## config.mk

```make
export PLATFORM = sky130hd
export DESIGN_NAME = tmr_arb_flat
export DESIGN_NICKNAME = d
export VERILOG_FILES = /design/src/rtl/tmr_pkg.sv /design/src/rtl/tmr_arb_if.sv /design/src/rtl/presc_cnt.sv /design/src/rtl/tmr_arb.sv /design/src/flat_wrapper.sv
export SDC_FILE = /design/constraint.sdc
export NUM_CORES = 1
export LEC_CHECK = 0
export CORE_UTILIZATION = 55
export DETAILED_ROUTE_END_ITERATION = 8
export GPL_TIMING_DRIVEN = 1
export HOLD_SLACK_MARGIN = 0.08
export MAX_ROUTING_LAYER = met4
export PLACE_DENSITY = 0.85
export SYNTH_ARGS = -nofsm -noshare
export SYNTH_HDL_FRONTEND = slang
export SYNTH_HIERARCHICAL = 1
export SYNTH_SLANG_ARGS = --single-unit
```

## constraint.sdc

```tcl
create_clock -name clk -period 8 [get_ports clk]
set_clock_uncertainty 0.2 [all_clocks]
set_input_delay 2 -clock clk [delete_from_list [all_inputs] [get_ports clk]]
set_output_delay 2 -clock clk [all_outputs]
set_load 0.01 [all_outputs]
```

## src/rtl/tmr_pkg.sv

```systemverilog
// Shared types and default sizing for the timeout arbiter.
package tmr_pkg;

  typedef enum logic [1:0] {
    ST_IDLE,
    ST_RUN,
    ST_DONE
  } state_t;

  localparam int DEF_PRESCALE = 100_000;
  localparam int DEF_DUR_W    = 8;

endpackage

```

## src/rtl/tmr_arb_if.sv

```systemverilog
// Request/grant bundle between the requesters (master) and the shared timer arbiter (slave).
interface tmr_arb_if #(
  parameter int N_REQ = 4,
  parameter int DUR_W = tmr_pkg::DEF_DUR_W
);

  logic [N_REQ-1:0]       req;
  logic [N_REQ*DUR_W-1:0] dur;
  logic [N_REQ-1:0]       grant;
  logic [N_REQ-1:0]       done;
  logic                   busy;

  modport master (output req, dur, input grant, done, busy);
  modport slave  (input req, dur, output grant, done, busy);

endinterface

```

## src/rtl/presc_cnt.sv

```systemverilog
// Time-unit prescaler: counts 0..PRESCALE-1 while enabled and pulses wrap on the last count.
module presc_cnt #(
  parameter int PRESCALE = tmr_pkg::DEF_PRESCALE
) (
  input  logic clk,
  input  logic rst_n,
  input  logic clr,
  input  logic en,
  output logic wrap
);

  localparam int CW = $clog2(PRESCALE);

  logic [CW-1:0] cnt;

  assign wrap = en && (cnt == CW'(PRESCALE - 1));

  // NOTE: state registers use non-blocking assignments so every flop samples pre-edge values.
  always_ff @(posedge clk or negedge rst_n) begin
    if (!rst_n) begin
      cnt <= '0;
    end else if (clr) begin
      cnt <= '0;
    end else if (en) begin
      cnt <= wrap ? '0 : cnt + CW'(1);
    end
  end

endmodule

```

## src/rtl/tmr_arb.sv

```systemverilog
// Round-robin arbiter that lends one shared prescaled timer to N_REQ requesters in turn.
module tmr_arb
  import tmr_pkg::*;
#(
  parameter int N_REQ    = 4,
  parameter int PRESCALE = DEF_PRESCALE,
  parameter int DUR_W    = DEF_DUR_W
) (
  input  logic      clk,
  input  logic      rst_n,
  tmr_arb_if.slave  bus
);

  localparam int IW = $clog2(N_REQ);
  typedef logic [IW-1:0] id_t;

  state_t           state, state_nxt;
  id_t              own_id, own_id_nxt;
  id_t              last_id, last_id_nxt;
  id_t              win_id, cand;
  logic             win_vld;
  logic [DUR_W-1:0] win_dur;
  logic [N_REQ-1:0] grant_q, grant_nxt;
  logic [DUR_W-1:0] remain, remain_nxt;
  logic             wrap;
  int               idx;

  presc_cnt #(.PRESCALE(PRESCALE)) u_presc (
    .clk   (clk),
    .rst_n (rst_n),
    .clr   (state != ST_RUN),
    .en    (state == ST_RUN),
    .wrap  (wrap)
  );

  // Scan offsets from farthest to nearest so the nearest requester after last_id wins.
  always_comb begin
    win_vld = 1'b0;
    win_id  = '0;
    idx     = 0;
    cand    = '0;
    for (int k = N_REQ; k >= 1; k--) begin
      idx = int'(last_id) + k;
      if (idx >= N_REQ) idx = idx - N_REQ;
      cand = id_t'(idx);
      if (bus.req[cand]) begin
        win_vld = 1'b1;
        win_id  = cand;
      end
    end
  end

  assign win_dur = bus.dur[int'(win_id)*DUR_W +: DUR_W];

  // NOTE: every combinational output gets a default first, so no path can infer a latch.
  always_comb begin
    state_nxt   = state;
    own_id_nxt  = own_id;
    last_id_nxt = last_id;
    grant_nxt   = grant_q;
    remain_nxt  = remain;
    unique case (state)
      ST_IDLE: begin
        if (win_vld) begin
          own_id_nxt = win_id;
          grant_nxt  = N_REQ'(1) << win_id;
          remain_nxt = win_dur;
          state_nxt  = (win_dur == '0) ? ST_DONE : ST_RUN;
        end
      end
      ST_RUN: begin
        if (!bus.req[own_id]) begin
          // Abort wins over a coinciding final wrap.
          state_nxt   = ST_IDLE;
          grant_nxt   = '0;
          remain_nxt  = '0;
          last_id_nxt = own_id;
        end else if (wrap) begin
          if (remain <= DUR_W'(1)) begin
            state_nxt  = ST_DONE;
            remain_nxt = '0;
          end else begin
            remain_nxt = remain - DUR_W'(1);
          end
        end
      end
      ST_DONE: begin
        state_nxt   = ST_IDLE;
        grant_nxt   = '0;
        last_id_nxt = own_id;
      end
      default: begin
        state_nxt = ST_IDLE;
        grant_nxt = '0;
      end
    endcase
  end

  // NOTE: only control/status flops exist here, so all of them take the async reset.
  always_ff @(posedge clk or negedge rst_n) begin
    if (!rst_n) begin
      state   <= ST_IDLE;
      own_id  <= '0;
      last_id <= id_t'(N_REQ - 1);
      grant_q <= '0;
      remain  <= '0;
    end else begin
      state   <= state_nxt;
      own_id  <= own_id_nxt;
      last_id <= last_id_nxt;
      grant_q <= grant_nxt;
      remain  <= remain_nxt;
    end
  end

  assign bus.grant = grant_q;
  assign bus.done  = (state == ST_DONE) ? grant_q : '0;
  assign bus.busy  = |grant_q;

endmodule

```

## src/flat_wrapper.sv

```systemverilog
// flat-port wrapper written by rule: the top's interface ports become plain ports
module tmr_arb_flat import tmr_pkg::*;
#(
  parameter int N_REQ    = 4,
  parameter int PRESCALE = DEF_PRESCALE,
  parameter int DUR_W    = DEF_DUR_W
)
  (clk, rst_n, bus_req, bus_dur, bus_grant, bus_done, bus_busy);
  tmr_arb_if #(.N_REQ(N_REQ), .DUR_W(DUR_W)) bus_i ();
  input  logic clk;
  input  logic rst_n;
  input wire logic [$bits(bus_i.req)-1:0] bus_req;
  input wire logic [$bits(bus_i.dur)-1:0] bus_dur;
  output wire logic [$bits(bus_i.grant)-1:0] bus_grant;
  output wire logic [$bits(bus_i.done)-1:0] bus_done;
  output wire logic [$bits(bus_i.busy)-1:0] bus_busy;
  assign bus_i.req = bus_req;
  assign bus_i.dur = bus_dur;
  assign bus_grant = bus_i.grant;
  assign bus_done = bus_i.done;
  assign bus_busy = bus_i.busy;
  tmr_arb #(.N_REQ(N_REQ), .PRESCALE(PRESCALE), .DUR_W(DUR_W)) u_core (.clk(clk), .rst_n(rst_n), .bus(bus_i));
endmodule
```

# Word level (Yosys, flattened, before mapping)

Cells that the tools add are included.

Output and inout bits: 9
Logic and storage cells: 90
Input bits: 38
Register bits after elaboration: 35

Add/subtract/negate cells: 10
Shift-type cells: 2
Reduce and logical (&&, ||, !) cells: 12
Magnitude comparators: 10
Equality and inequality tests: 8
Multiplexer cells: 42

Operators with widths:

| cell                  | number |
|---|---|
| $mux 17               | 3 |
| $mux 8                | 4 |
| $shiftx 32x6->8       | 1 |
| $mux 2                | 14 |
| $add 17x1->17 const B | 1 |
| $eq 17x17->1 const B  | 1 |
| $pmux 8 s2            | 1 |
| $lt 2x3->1 const B    | 5 |
| $mux 4                | 3 |
| $bmux 1 s2            | 5 |
| $ge 3x3->1 const B    | 3 |
| $mux 1                | 9 |
| $le 8x1->1 const B    | 1 |
| $logic_not 8->1       | 1 |
| $pmux 2 s2            | 2 |
| $pmux 4 s2            | 1 |
| $sub 2x1->2 const B   | 4 |
| $sub 8x1->8 const B   | 1 |
| $add 2x2->3 const B   | 2 |
| $ne 3x3->1 const B    | 2 |
| $reduce_and 2->1      | 3 |
| $reduce_and 3->1      | 2 |
| $reduce_bool 2->1     | 3 |
| $add 2x3->4 const B   | 1 |
| other kinds (10)      | 11 |

# Depth between registers and ports, before layout

Gate-level depths: netlist (run 1).

Depth in word-level cells: 14
Mapped depth: 10

# Modules after synthesis

Netlist (run 1), hierarchy kept.

Modules (own cells, without submodules):

| module    | area an instance (µm²) | seq. area each (µm²) | instances | cells each |
|---|---|---|---|---|
| tmr_arb   | 1,554.0                | 452.9                | 1         | 184 |
| presc_cnt | 920.9                  | 425.4                | 1         | 95 |

# Least setup slack after synthesis (run 1)

No wires, ideal clock.

Kind: input port to flip-flop
Start point: input port bus_req[1]
End point: register u_core.state[0]
Stages: 8
Data required time: 7.679 ns
Arrival: 3.264 ns
Slack: 4.415 ns
Cells stage by stage: and2b_4 > a21oi_2 > buf_8 > a21boi_1 > a211o_2 > a22oi_2 > nand4_1 > a22o_1

Word-level cells in the longest chain between the ends: 11
Elaborated cells between the ends (all ways): 28
Those cells by class: eq/ne: 3; shift: 1; mux: 22; reduce/logical: 2

RTL lines:

| what                         | RTL line           | RTL |
|---|---|---|
| start: declaration           | flat_wrapper.sv:12 | `input wire logic [$bits(bus_i.req)-1:0] bus_req;` |
| $bmux 1 s2                   | tmr_arb.sv:46      | `if (bus.req[cand]) begin` |
| $mux 1 (not written as such) | tmr_arb.sv:46      |  |
| $mux 2 (4 in a row)          | tmr_arb.sv:46      |  |
| $shiftx 32x6->8              | tmr_arb.sv:53      | `assign win_dur = bus.dur[int'(win_id)*DUR_W +: DUR_W];` |
| $logic_not 8->1              | tmr_arb.sv:68      | `state_nxt = (win_dur == '0) ? ST_DONE : ST_RUN;` |
| $mux 2                       | tmr_arb.sv:68      |  |
| $mux 2                       | tmr_arb.sv:64      | `if (win_vld) begin` |
| $pmux 2 s2                   | tmr_arb.sv:62      | `unique case (state)` |
| end signal: assignment       | tmr_arb.sv:108     | `state <= state_nxt;` |
| end: declaration             | tmr_arb.sv:17      | `state_t state, state_nxt;` |

Parallel ways exist; a longest one is shown, timed or not. The select of a mux whose other input is x is not followed.
A chain may end at the register's enable or synchronous reset.

# Worst setup path in the final report (run 1)

Start point: input port bus_req[3]
End point: register u_core.state[0]

The elaborated chain is that of the path after synthesis.

==> results.py, run 1 <==
metrics = {
    "clocking": {
        "clock_tree_from_tritoncts": "done",
        "clock_tree.htree_level_count": 2,
        "cts.reportedPaths.clkPinSlew_ns": 0.07,
        "cts_setup_buffers": 0,
        "cts-buffers-inserted": 5,
        "cts_hold_repair.buffers": 0,
        "cts_root_buffer": "sky130_fd_sc_hd__clkbuf_8",
        "cts-resized-gates": 0,
        "max_root_sink_buffers": 2,
        "worstSkewPairLatency_ns": 0.29,
        "cts_num_sinks": 35,
    },
    "worst_hold_path": {
        "hold_class": "flip-flop to flip-flop",
    },
    "synthesis": {
        "postSynth.asyncResetShare_pct": 100,
        "post_synthesis_instance_total": 279,
        "post_synth_num_cell_types": 66,
        "yosysWarningCount": 6,
        "synth_area_per_cell_sq_um": 8.87,
        "synth-main-ff-cell": "sky130_fd_sc_hd__dfrtp_1",
        "ys_seq_area_share_pct": 35.5,
        "syn-num-nets": 320,
        "yosys_register_bits": 35,
        "synth-edff-count": 0,
        "netlist_area_sq_mm": 0.00247,
    },
    "detailed_routing": {
        "number_of_iterations_in_the_first_detailed_routing_pass": 4,
        "drt_iter0_markers": 214,
        "vias": 2297,
        "route.detailed.wl_per_inst_um": 15.9,
        "vias_per_instance": 6.11,
        "detail_route.wirelength_mm": 5.96,
        "remaining_drc_errors": 0,
        "drtAntennaViolNets": 0,
    },
    "worst_setup_path": {
        "worst-endpoint-arrival_ns": 4.33,
        "path_class": "input port to flip-flop",
        "worstPathRequired_ns": 7.99,
        "timing.critical_path.fanout_max": 21,
        "critical_path.endpoint_type": "flip-flop",
        "timing.critical_path.from_type": "input port",
    },
    "floorplan": {
        "vertical_die_dimension_um": 69.1,
        "i_o_pins": 47,
        "placement_rows": 24,
        "initial_core_util_pct": 56.8,
        "die_x_um": 69.1,
        "core_area_sq_mm": 0.00435,
        "die_area_sq_mm": 0.00477,
    },
    "global_routing": {
        "global_route_wire_length_before_repair_mm": 10.1,
        "grt_max_degree": 36,
        "antenna_found_initial": 0,
        "gr-total-overflow": 0,
        "grt_pass1_vias": 2348,
        "grt_util_all_layers_pct": 27.2,
    },
    "cells_and_area": {
        "antenna-diode-count": 0,
        "synthToLayoutAreaGrowth_pct": 21.7,
        "proportion_of_layout_cells_with_a_drive_suffix_above_1_pct": 9.57,
        "final_nets": 364,
    },
    "timing": {
        "max_clock_freq_ghz": 0.230,
        "setup-violations-final": 0,
        "timing.max_slew.rel_slack_pct": 26.3,
        "final.period_utilization_pct": 54.3,
        "final-max-slew-violation-count": 0,
        "fin_setup_tns_ns": 0,
        "final_period_minus_worst_setup_slack_ns": 4.34,
        "max_slew.worst_pin.slew_ns": 1.10,
        "final-hold-violation-count": 0,
        "grt_setup_unrepaired": "no",
    },
    "placement": {
        "gp_congestion": 0.847,
        "portBuffers": 46,
        "place_hpwl_mm": 4.38,
    },
    "run": {
        "maxCapViolations": 0,
    },
    "pwr": {
        "total_leakage_power_nw": 1.22,
        "power_density_mw_per_mm2": 290,
        "design_power_total_uw": 873,
        "vdd_ir_drop_max_v": 0.000202,
    },
    "status": {
        "status": "finished clean",
    },
}
## area by class of cell
class / count / area [sq um]
fillers: 338 / 1340
multi-input cells: 222 / 1470
inverters: 12 / 45.0
flip-flops and latches: 35 / 878
well taps: 52 / 65.1
repair buffers: 47 / 468
clock inverters: 2 / 12.5
clock buffers: 6 / 72.6
## power by group
group / total (mW) / leakage (nW) / switching, mW / internal [mW]
combinational: 0.465 / 0.713 / 0.266 / 0.199
sequential: 0.281 / 0.462 / 0.0532 / 0.228
clock: 0.126 / 0.0412 / 0.0656 / 0.0608
## Yosys cell counts, types with 6 or more instances
library cell | count | area (sq um)
sky130_fd_sc_hd__nand4_1 | 6 | 37.5
sky130_fd_sc_hd__dfrtp_1 | 33 | 826
sky130_fd_sc_hd__nor2_1 | 29 | 109
sky130_fd_sc_hd__nor4_1 | 8 | 50.1
sky130_fd_sc_hd__o21ai_0 | 14 | 70.1
sky130_fd_sc_hd__xnor2_1 | 9 | 78.8
sky130_fd_sc_hd__nand2_1 | 22 | 82.6
sky130_fd_sc_hd__o21ai_1 | 10 | 50.1
sky130_fd_sc_hd__o211ai_1 | 7 | 52.6
sky130_fd_sc_hd__inv_1 | 12 | 45.0
sky130_fd_sc_hd__nand3_1 | 17 | 85.1
## sequential cells by signal, indices dropped and copies added, names as in the netlist
| signal | cells |
|---|---|
| u_core/bus.grant | 4 |
| u_core/last_id | 2 |
| u_core/remain | 8 |
| u_core/state | 2 |
| u_core/u_presc/cnt | 17 |
| u_core/own_id | 2 |
## cell families after synthesis
| kind of cell | Yosys count | synth area share (%) |
|---|---|---|
| XOR/XNOR | 12 | 4.25 |
| multiplexers | 5 | 2.63 |
| AO/OA/AOI/OAI | 82 | 24.1 |
| flip-flops | 35 | 35.5 |
| AND/OR/NAND/NOR | 120 | 26.9 |
| buffers and inverters | 22 | 5.11 |
| adder cells (fa/ha/maj) | 3 | 1.52 |
## layer usage
metal	vias up	part of all wire (%)	GRT usage (%)
li1	1114	-	-
met1	1100	42	28.3
met2	68	51	47.5
met3	15	5.2	7.16
met4	0	2.3	12.9
met5	-	0	-
## worst max-delay path, cell delays in order
cell and delay [ns]:
sky130_fd_sc_hd__clkdlybuf4s50_1 0.61, sky130_fd_sc_hd__nand2b_1 0.10, sky130_fd_sc_hd__a21boi_1 0.14, sky130_fd_sc_hd__o21ai_2 0.63, sky130_fd_sc_hd__o211ai_1 0.24, sky130_fd_sc_hd__a22oi_1 0.24, sky130_fd_sc_hd__nand4_1 0.16, sky130_fd_sc_hd__a22o_1 0.20
## through the flow
stage | utilization, % | worst slack (ns) | instance area [sq um] | cells | hold WS [ns]
after global placement | 67.2 | 3.46 | 2930 | 368 | 0.279
final | 69.2 | 3.66 | 3010 | 376 | 0.303
after floorplan | - | 4.42 | 2470 | 279 | 0.256
after CTS | 69.2 | 3.68 | 3010 | 376 | 0.305
after detailed placement | 67.2 | 3.36 | 2930 | 368 | 0.288
after global routing | 69.2 | 3.53 | 3010 | 376 | 0.328
## cell usage in the layout, fill, tap and decap left out, types with 5 or more instances in the layout
| cell type | count |
|---|---|
| sky130_fd_sc_hd__clkdlybuf4s50_1 | 46 |
| sky130_fd_sc_hd__a21oi_1 | 5 |
| sky130_fd_sc_hd__clkbuf_8 | 5 |
| sky130_fd_sc_hd__a211o_1 | 5 |
| sky130_fd_sc_hd__a21o_1 | 5 |
| sky130_fd_sc_hd__xnor2_1 | 9 |
| sky130_fd_sc_hd__or3_1 | 5 |
| sky130_fd_sc_hd__a31oi_1 | 5 |
| sky130_fd_sc_hd__nor4_1 | 8 |
| sky130_fd_sc_hd__o211ai_1 | 7 |
| sky130_fd_sc_hd__inv_1 | 12 |
| sky130_fd_sc_hd__nand2_1 | 22 |
| sky130_fd_sc_hd__nand3_1 | 17 |
| sky130_fd_sc_hd__o21ai_1 | 10 |
| sky130_fd_sc_hd__o21ai_0 | 14 |
| sky130_fd_sc_hd__nor2_1 | 29 |
| sky130_fd_sc_hd__nand4_1 | 6 |
| sky130_fd_sc_hd__nor3_1 | 5 |
| sky130_fd_sc_hd__a21boi_1 | 5 |
| sky130_fd_sc_hd__dfrtp_1 | 33 |
## path summary, 6_finish.rpt
check / startpoint / endpoint / slack [ns] / cells past startpoint
worst max-delay path: bus_req[3] / u_core/state[0] / 3.66 / 8
worst min-delay path: u_core/remain[6] / u_core/remain[6] / 0.30 / 2
worst max register to register: u_core/state[1] / u_core/remain[3] / 4.83 / 8
worst min register to register: u_core/remain[6] / u_core/remain[6] / 0.30 / 2
max in group asynchronous: rst_n / u_core/last_id[1] / 5.32 / 2
min in group asynchronous: rst_n / u_core/state[0] / 1.93 / 2
Note: power is estimated with default switching activity, not from simulation.
==> run 2: changes to the inputs <==
- CORE_UTILIZATION: 55 -> 52
- PLACE_DENSITY: 0.85 -> 0.81
- clock period: 8 -> 4.4 ns (I/O delays scaled with it)
==> run 2 against run 1 <==
  * The run now ends with design-rule violations left
  * Worst setup slack worse by 2.7 ns
  * Design area increased by 0.46%
  * Sequential share of layout area shrank 0.13 points
  * Non-clock buffer count stayed put
  * Global-route usage decreased by 2.2 points
  * Count of clock-buffer cells in the layout unchanged
  * Critical path depth did not move
  * Flip-flop and latch count unchanged
  * Sequential power increased by 82%
  * Clock power grew 94%
  * Power rose by 84%
  * Largest power group unchanged
==> results.py, run 2 (same netlist as run 1, synthesis figures left out) <==
metrics = {
    "worst_setup_path": {
        "critical_path.endpoint_type": "flip-flop",
        "worst_r2r_endpoint": "u_core/remain[3]",
        "timing.critical_path.fanout_max": 21,
        "cp.buffers_inverters": 1,
        "worst-endpoint-arrival_ns": 3.42,
        "critical_path.max_stage_delay_ns": 0.63,
        "crit_path_cell_trace": "clkdlybuf4s50_1 -> nand2b_1 -> a21boi_1 -> o21ai_2 -> o211ai_1 -> a22oi_1 -> nand4_1 -> a22o_1",
        "timing.critical_path.from_type": "input port",
        "crit_slowest_cell": "sky130_fd_sc_hd__o21ai_2",
        "path_class": "input port to flip-flop",
        "worst_r2r_path_cells": 8,
        "regToRegSetupSlack_ns": 1.30,
        "crit-reg2reg-launch": "u_core/state[1]",
        "timing.critical_path.max_delay_family": "compound AO/OA/AOI/OAI gates",
        "worstPathRequired_ns": 4.37,
    },
    "clocking": {
        "cts.reportedPaths.clkPinSlew_ns": 0.07,
        "cts_hold_repair.buffers": 0,
        "cts_num_sinks": 35,
        "clock_tree_from_tritoncts": "done",
        "clock_tree.htree_level_count": 2,
        "cts-resized-gates": 0,
        "cts-buffers-inserted": 5,
        "max_root_sink_buffers": 2,
        "worstSkewPairLatency_ns": 0.28,
        "cts_root_buffer": "sky130_fd_sc_hd__clkbuf_8",
        "cts_setup_buffers": 0,
    },
    "floorplan": {
        "die_area_sq_mm": 0.00504,
        "die_x_um": 71.0,
        "core_area_sq_mm": 0.00447,
        "initial_core_util_pct": 55.3,
        "i_o_pins": 47,
        "vertical_die_dimension_um": 71.0,
        "placement_rows": 24,
    },
    "timing": {
        "setup_slack_ns": 0.957,
        "timing.max_slew.rel_slack_pct": 28.4,
        "final-hold-violation-count": 0,
        "setup-violations-final": 0,
        "final.period_utilization_pct": 78.3,
        "final-max-slew-violation-count": 0,
        "final_period_minus_worst_setup_slack_ns": 3.44,
        "grt_setup_unrepaired": "no",
        "max_slew.worst_pin.slew_ns": 1.07,
        "fin_setup_tns_ns": 0,
        "max_clock_freq_ghz": 0.290,
    },
    "cells_and_area": {
        "proportion_of_layout_cells_with_a_drive_suffix_above_1_pct": 9.88,
        "mostFrequentLayoutCell": "sky130_fd_sc_hd__clkdlybuf4s50_1",
        "top_register": "u_core/u_presc/cnt",
        "largest_register_ffs": 17,
        "multi_input_area_sq_mm": 0.00147,
        "synthToLayoutAreaGrowth_pct": 22.2,
        "most-common-layout-cells": "sky130_fd_sc_hd__clkdlybuf4s50_1, sky130_fd_sc_hd__dfrtp_1, sky130_fd_sc_hd__nor2_1, sky130_fd_sc_hd__nand2_1, sky130_fd_sc_hd__nand3_1",
        "antenna-diode-count": 0,
        "final_nets": 364,
        "layout.area.seq_sq_um": 878,
        "layout.filler_cells": 369,
    },
    "global_routing": {
        "grt_util_all_layers_pct": 25.0,
        "global_route_wire_length_before_repair_mm": 9.69,
        "grt_pass1_vias": 2151,
        "gr-total-overflow": 0,
        "grt_max_degree": 36,
        "antenna_found_initial": 0,
    },
    "worst_hold_path": {
        "hold_class": "flip-flop to flip-flop",
        "timing.hold.worst_path_depth": 2,
        "min-delay-start": "u_core/remain[7]",
        "holdPathEnd": "u_core/remain[7]",
    },
    "detailed_routing": {
        "route.detailed.wl_per_inst_um": 15.4,
        "number_of_iterations_in_the_first_detailed_routing_pass": 6,
        "drt_iter0_markers": 196,
        "detail_route.wirelength_mm": 5.79,
        "vias_per_instance": 5.97,
        "vias": 2246,
        "drtAntennaViolNets": 0,
        "remaining_drc_errors": 6,
    },
    "run": {
        "maxCapViolations": 0,
    },
    "placement": {
        "place_worst_setup_slack_ns": 0.686,
        "place_hpwl_mm": 4.25,
        "gp_congestion": 0.868,
        "portBuffers": 46,
    },
    "pwr": {
        "total_leakage_power_nw": 1.22,
        "power_density_mw_per_mm2": 530,
        "vdd_ir_drop_max_v": 0.000325,
    },
    "status": {
        "violations_in_the_final_reports": "design-rule violations",
        "status": "complete, but fails checks",
    },
}
## run 2: cell counts in the layout (fill, tap and decap cells not counted)
Identical to the previous run, type by type.
## run 2: power breakdown
| group | switching [mW] | internal, mW | total (mW) |
|---|---|---|---|
| Sequential | 0.0965 | 0.415 | 0.511 |
| Combinational | 0.487 | 0.362 | 0.848 |
| Clock | 0.117 | 0.128 | 0.244 |
## run 2: cell type report
| cell class | instances | share of cell area (%) |
|---|---|---|
| Tap cell | 52 | 2.15 |
| Sequential cell | 35 | 29.0 |
| Multi-Input combinational cell | 222 | 48.6 |
| Inverter | 12 | 1.49 |
| Timing Repair Buffer | 47 | 15.5 |
| Clock inverter | 2 | 0.538 |
| Clock buffer | 6 | 2.73 |
## run 2: per-layer routing
metal	vias up	share of wire [%]	global-route usage [%]	routed length (um)
met1	1060	46	32.1	2650
met2	65	47	40.5	2740
met3	6	6.2	4.56	357
met5	-	0	-	0
li1	1115	-	-	-
met4	0	0.71	7.33	41
## run 2: through the flow
stage | std cells | util, % | cell area [sq um] | hold slack (ns) | power, mW
final | 376 | 67.6 | 3030 | 0.306 | 1.60
after global routing | 376 | 67.6 | 3030 | 0.326 | 1.73
after CTS | 376 | 67.6 | 3030 | 0.305 | 1.61
after detailed placement | 368 | 65.4 | 2930 | 0.288 | 1.36
after global placement | 368 | 65.4 | 2930 | 0.283 | 1.34
after floorplan | 279 | - | 2470 | 0.256 | 1.15
## run 2: worst max-delay path by stage
| stage | startpoint | end | slack [ns] | depth (start not counted) |
|---|---|---|---|---|
| after global placement | bus_req[3] | u_core/state[0] | 0.78 | 8 |
| final | bus_req[3] | u_core/state[0] | 0.96 | 8 |
| after global routing | bus_req[3] | u_core/state[0] | 0.71 | 8 |
| after detailed placement | bus_req[3] | u_core/state[0] | 0.69 | 8 |
| after floorplan | bus_req[1] | u_core/state[0] | 1.72 | 8 |
| after CTS | bus_req[3] | u_core/state[0] | 0.99 | 8 |
## run 2: worst reg2reg max path: stages, from the launching register on
cell and delay (ns):
sky130_fd_sc_hd__dfrtp_1 0.40, sky130_fd_sc_hd__inv_1 0.09, sky130_fd_sc_hd__nand2_1 0.39, sky130_fd_sc_hd__inv_1 0.24, sky130_fd_sc_hd__and3b_1 0.26, sky130_fd_sc_hd__and4_1 0.23
sky130_fd_sc_hd__o211ai_1 0.86, sky130_fd_sc_hd__o21ai_0 0.21, sky130_fd_sc_hd__o21ai_1 0.13
